### config.mk
export PLATFORM = sky130hd
export DESIGN_NAME = uart_rx_cfg
export DESIGN_NICKNAME = d
export VERILOG_FILES = /design/src/rtl/uart_pkg.sv /design/src/rtl/uart_sync2.sv /design/src/rtl/uart_rx_cfg.sv
export SDC_FILE = /design/constraint.sdc
export NUM_CORES = 1
export LEC_CHECK = 0
export BUFFER_PORTS_ARGS = -buffer_cell sky130_fd_sc_hd__buf_4
export CORE_MARGIN = 3
export CORE_UTILIZATION = 55
export DETAILED_ROUTE_END_ITERATION = 10
export PLACE_DENSITY = 0.82
export SETUP_SLACK_MARGIN = 0.4
export SLEW_MARGIN = 20
export SYNTH_ARGS = -nofsm -noshare
export SYNTH_HDL_FRONTEND = slang
export SYNTH_SLANG_ARGS = --single-unit
### constraint.sdc
create_clock -name i_clk -period 4.2 [get_ports i_clk]
set_input_delay 0.21 -clock i_clk [delete_from_list [all_inputs] [get_ports i_clk]]
set_output_delay 0.21 -clock i_clk [all_outputs]
set_load 0.005 [all_outputs]
### src/rtl/uart_pkg.sv
// Shared UART definitions: FSM state codes, parity modes and a ceil-log2 helper.
// Used by the receiver and the planned transmitter.
package uart_pkg;

  localparam logic [2:0] ST_IDLE   = 3'd0;
  localparam logic [2:0] ST_START  = 3'd1;
  localparam logic [2:0] ST_DATA   = 3'd2;
  localparam logic [2:0] ST_PARITY = 3'd3;
  localparam logic [2:0] ST_STOP   = 3'd4;

  localparam int PARITY_NONE = 0;
  localparam int PARITY_EVEN = 1;
  localparam int PARITY_ODD  = 2;

  // Smallest r with 2**r >= value; a minimum of 1 keeps counters at least 1 bit wide.
  function automatic int clog2(input int value);
    int r;
    r = 1;
    for (int i = 1; i < 31; i++) begin
      if ((1 << i) < value) r = i + 1;
    end
    return r;
  endfunction

endpackage

### src/rtl/uart_sync2.sv
// Generic two-flop synchroniser for an asynchronous single-bit input.
// RST_VAL sets the value both flops take in reset (the input's idle level).
module uart_sync2 #(
  parameter logic RST_VAL = 1'b1
) (
  input  logic i_clk,
  input  logic i_reset,
  input  logic i_d,
  output logic o_q
);

  logic meta_q, meta_d;
  logic sync_q, sync_d;

  always_comb begin
    meta_d = i_d;
    sync_d = meta_q;
  end

  always_ff @(posedge i_clk or posedge i_reset) begin
    if (i_reset) begin
      meta_q <= RST_VAL;
      sync_q <= RST_VAL;
    end else begin
      meta_q <= meta_d;
      sync_q <= sync_d;
    end
  end

  assign o_q = sync_q;

endmodule

### src/rtl/uart_rx_cfg.sv
// Parametrised UART receiver: oversampled start detection with false-start rejection,
// LSB-first deserialisation, optional parity, one or two checked stop bits.
module uart_rx_cfg
  import uart_pkg::*;
#(
  parameter int NB_DATA     = 8,
  parameter int OVERSAMPLE  = 16,
  parameter int PARITY_MODE = 0,
  parameter int NB_STOP     = 1
) (
  input  logic               i_clk,
  input  logic               i_reset,
  input  logic               i_rx,
  input  logic               i_tick,
  output logic [NB_DATA-1:0] o_data,
  output logic               o_rx_done,
  output logic               o_parity_err,
  output logic               o_frame_err,
  output logic               o_break,
  output logic               o_busy
);

  localparam int TW = clog2(OVERSAMPLE);
  localparam int BW = clog2(NB_DATA + 1);
  localparam logic [TW-1:0] TICK_MID  = TW'(OVERSAMPLE / 2 - 1);
  localparam logic [TW-1:0] TICK_END  = TW'(OVERSAMPLE - 1);
  localparam logic [BW-1:0] DATA_LAST = BW'(NB_DATA - 1);
  localparam logic [BW-1:0] STOP_LAST = BW'(NB_STOP - 1);

  logic rx_s;
  logic [2:0]         state_q, state_d;
  logic [TW-1:0]      tick_q, tick_d;
  logic [BW-1:0]      bit_q, bit_d;
  logic [NB_DATA-1:0] shift_q, shift_d;
  logic               par_q, par_d;
  logic               stop_err_q, stop_err_d;
  logic [NB_DATA-1:0] data_q, data_d;
  logic               done_q, done_d;
  logic               perr_q, perr_d;
  logic               ferr_q, ferr_d;
  logic               brk_q, brk_d;
  logic               busy_q, busy_d;
  logic               tick_mid, sample, final_sample, par_x, par_fail;

  uart_sync2 #(.RST_VAL(1'b1)) u_sync (
    .i_clk   (i_clk),
    .i_reset (i_reset),
    .i_d     (i_rx),
    .o_q     (rx_s)
  );

  assign tick_mid     = i_tick && (tick_q == TICK_MID);
  assign sample       = i_tick && (tick_q == TICK_END);
  assign final_sample = (state_q == ST_STOP) && sample && (bit_q == STOP_LAST);

  // Parity is judged over data plus the received parity bit.
  assign par_x    = (^shift_q) ^ par_q;
  assign par_fail = (PARITY_MODE == PARITY_EVEN) ? par_x :
                    (PARITY_MODE == PARITY_ODD)  ? ~par_x : 1'b0;

  always_ff @(posedge i_clk or posedge i_reset) begin
    if (i_reset) state_q <= ST_IDLE;
    else         state_q <= state_d;
  end

  always_comb begin
    state_d = state_q;
    case (state_q)
      ST_IDLE:   if (!rx_s) state_d = ST_START;
      ST_START:  if (tick_mid) state_d = rx_s ? ST_IDLE : ST_DATA;
      ST_DATA:   if (sample && (bit_q == DATA_LAST))
                   state_d = (PARITY_MODE != PARITY_NONE) ? ST_PARITY : ST_STOP;
      ST_PARITY: if (sample) state_d = ST_STOP;
      ST_STOP:   if (sample && (bit_q == STOP_LAST)) state_d = ST_IDLE;
      default:   state_d = ST_IDLE;
    endcase
  end

  always_comb begin
    tick_d     = tick_q;
    bit_d      = bit_q;
    shift_d    = shift_q;
    par_d      = par_q;
    stop_err_d = stop_err_q;
    data_d     = data_q;
    perr_d     = perr_q;
    ferr_d     = ferr_q;
    brk_d      = brk_q;
    done_d     = 1'b0;
    busy_d     = (state_d != ST_IDLE);

    if (state_d != state_q)   tick_d = '0;
    else if (i_tick)          tick_d = (tick_q == TICK_END) ? '0 : tick_q + 1'b1;

    // bit_q counts data bits in DATA and stop periods in STOP.
    if (state_d != state_q)   bit_d = '0;
    else if (sample && (state_q == ST_DATA || state_q == ST_STOP)) bit_d = bit_q + 1'b1;

    if (state_q == ST_DATA && sample)   shift_d = {rx_s, shift_q[NB_DATA-1:1]};
    if (state_q == ST_PARITY && sample) par_d = rx_s;

    if (state_q != ST_STOP) stop_err_d = 1'b0;
    else if (sample)        stop_err_d = stop_err_q | ~rx_s;

    if (final_sample) begin
      done_d = 1'b1;
      data_d = shift_q;
      perr_d = par_fail;
      ferr_d = stop_err_q | ~rx_s;
      brk_d  = (stop_err_q | ~rx_s) && (shift_q == '0) && !par_q;
    end
  end

  always_ff @(posedge i_clk or posedge i_reset) begin
    if (i_reset) begin
      tick_q     <= '0;
      bit_q      <= '0;
      shift_q    <= '0;
      par_q      <= 1'b0;
      stop_err_q <= 1'b0;
      data_q     <= '0;
      done_q     <= 1'b0;
      perr_q     <= 1'b0;
      ferr_q     <= 1'b0;
      brk_q      <= 1'b0;
      busy_q     <= 1'b0;
    end else begin
      tick_q     <= tick_d;
      bit_q      <= bit_d;
      shift_q    <= shift_d;
      par_q      <= par_d;
      stop_err_q <= stop_err_d;
      data_q     <= data_d;
      done_q     <= done_d;
      perr_q     <= perr_d;
      ferr_q     <= ferr_d;
      brk_q      <= brk_d;
      busy_q     <= busy_d;
    end
  end

  assign o_data       = data_q;
  assign o_rx_done    = done_q;
  assign o_parity_err = perr_q;
  assign o_frame_err  = ferr_q;
  assign o_break      = brk_q;
  assign o_busy       = busy_q;

endmodule
==> impl_results.md <==
- Worst EP arrival: 2.21 ns
- Power per cell area: 393 mW/mm2
- Crit-path slowest cell: mux2_4
- Clock Tree Buf Depth: 2
- Initial Utilization: about three fifths
- Minimum clock period: 1.99 ns
- Leading area contributor after synthesis: dfrtp_1
- Mapped Cells: 134
- Cell Chain, Critical Path: ha_1 > and4_4 > nand4_2 > mux2_4
- Total of max-cap violations: 0
- DRC Markers: 0
- Count leader, synth: dfrtp_1
- Endpoints failing hold: 0
- CTS Root Cell: clkbuf_4
- Crit end category: flip-flop
- Largest net degree at the start of global routing: 24
- Total die area: 0.00383 mm2
- Clk_skew: 0.0108 ns
- Postcts setup bufs: 0
- Synth top area cells: dfrtp_1 (48%), mux2_4 (13%), dfstp_2 (3.1%)
- DRT iter0 DRCs: 25
- RSZ-0062 raised after global routing: false
- Asr flop ratio synth: between 90% and 100%
- Clk Latency, worst-skew pair: 0.34 ns
- Mean post-synth cell area: 12.8 um2
- Crit path kind: reg2reg
- Fin crit share: 47.5%
- First-pass GRT wire length: 5.03 mm
- Most used DFF post-synth: dfrtp_1
- CTS sink cnt: 35
- Footprint of the multi-input gates: about 760 um2
- Ant. Diodes: 0
- Die W: roughly 62 um
- Syn Nets: between 100 and 150
- Number of antenna violations at the first check in global routing: 0
- Worst-path clk slew: around 0.10 ns
- Remaining Overflow, GRT: 0
- Vias/cell: 5.50
- Number of synthesized flops with an enable pin: 0
- Row count: 19
- 1st-pass router iterations: 4
- Max_slew headroom: between 60% and 70%
- Tot Pwr: roughly 0.75 mW
- Core ar.: 0.00288 mm2
- Worst VDD drop: 0.267 mV
- Slew at the pin with the worst max-slew slack: between 0.5 and 0.6 ns
- CTS H-tree depth: 2
- Synth top area share: just under 50%
- Vias in the first global route: 1094
- Routed len/inst: 15.2 um
- CTS tree: built
- Post-Route WL: 2.96 mm
- Final Max Slew Viols: 0
- Unique masters post-synth: between 40 and 50
- Ports: 17
- Synthesis-to-finish area growth: 10.9%
- Layout cells sized above 1: roughly a third
- Total CTS buffers: 5
- Static Leak: ~0.90 nW
- Die Y: 61.9 um
- Remaining antenna violation count: 0
- Fill cell count: between 200 and 250
- Total area of sequential cells: 878 um2
- Worst path max stage delay: roughly 0.45 ns
- FMAX: around 500 MHz
- RePlAce Congestion: approximately 0.80
- Dpl cells: 185
- DP HPWL: between 2 and 2.5 mm
- Layout Cells excl Fill: 195
- Number of synthesized register bits: 35
- Launching element type of the critical path: flip-flop
- Crit-path max FO: 12
- Nets: 159
- PortBufs: 15
- Sequential area share after synthesis: 51.1%
- Final setup violation count: 0
- R2R Setup Slk: 2.21 ns
- Status: finished clean
- Vias: 1072
- Final Util: 66.2%
- Crit path required time: 4.42 ns
- Most common library cells after synthesis: dfrtp_1 (33), mux2_4 (15), nor3_1 (9), inv_1 (6), nor2_1 (6)
- Gr usage total: 18.8%
- Hold_ws: about 0.27 ns
- Hold WC Path Type: in2reg
- Mapped Area: 0.00172 mm2
- Final setup TNS: 0 ns
- Synthesis warning total: 0
[power breakdown]
part	switching [mW]	internal [mW]
logic	0.0776	0.0657
registers	0.0608	0.370
clock network	0.110	0.0645
[worst max-delay path, delay by kind of cell, from the launching register on]
family        cells  cell delay, ns
simple gates      2            0.68
flops             1            0.42
fa+ha+maj         1            0.32
mux               1            0.45
[area by class of cell]
cell class	instances	share of cell area, %
clock buffers	6	2.17
clock inverters	2	0.657
inverters	6	1.18
multi-input cells	86	39.8
flip-flops and latches	35	46.1
well taps	42	2.76
repair buffers	18	7.36
[kinds of logic (layout without fill, tap and decap cells)]
kind of cell	after synthesis	in the layout	synth area share, %
buffers and inverters	13	32	4.81
muxes	21	21	16.8
DFF	35	35	51.1
and+or+nand+nor	41	41	16.2
other	1	1	0.218
AOI/OAI and AO/OA	15	15	6.12
adders and majority gates	3	3	2.19
xor gates and xnor gates	5	5	2.55
[stage by stage]
stage	setup WS [ns]	instance area, um2
floorplan	2.45	1720
global placement	2.30	1830
detailed placement	2.23	1830
CTS	2.18	1900
global route	1.99	1900
finish	2.21	1900
[path summary, 6_finish.rpt]
| kind | startpoint | end | cells past startpoint |
|---|---|---|---|
| setup / recovery | tick_q[0] | o_frame_err | 4 |
| hold / removal | i_tick | tick_q[0] | 3 |
| setup reg to reg | tick_q[0] | o_frame_err | 4 |
| hold reg to reg | u_sync.meta_q | u_sync.o_q | 0 |
| max in group asynchronous | i_reset | state_q[2] | 4 |
| min in group asynchronous | i_reset | tick_q[1] | 3 |
[flip-flops by register name (all words and copies together) (netlist names)]
register / count
o_data: 8
shift_q: 8
bit_q: 4
tick_q: 4
state_q: 3
o_break: 1
o_busy: 1
o_frame_err: 1
o_rx_done: 1
par_q: 1
stop_err_q: 1
u_sync.meta_q: 1
u_sync.o_q: 1
[metal layers]
metal | part of all wire [%] | GRT usage, %
met1 | 45 | 22.5
met2 | 49 | 29.7
met3 | 4.6 | 7.85
met4 | 1.4 | 8.18
met5 | 0 | 0
[layout by cell type (no fill, tap or decap), drive strengths merged, types with 3 or more instances in the layout]
cell type,instances
nor2,6
nand2b,3
nor3,10
a21oi,5
clkbuf,6
mux2,18
mux2i,3
xnor2,4
nor4,3
nand4,3
inv,6
nand2,5
buf,16
dfrtp,33
ha,3
[what timing repair did]
| action | CTS | global route |
|---|---|---|
| endpoints found under the hold margin | 11 | 0 |
| hold buffers | 2 | 0 |
| gates resized for setup | 0 | 0 |
No activity file was read; power rests on OpenSTA's default activity.
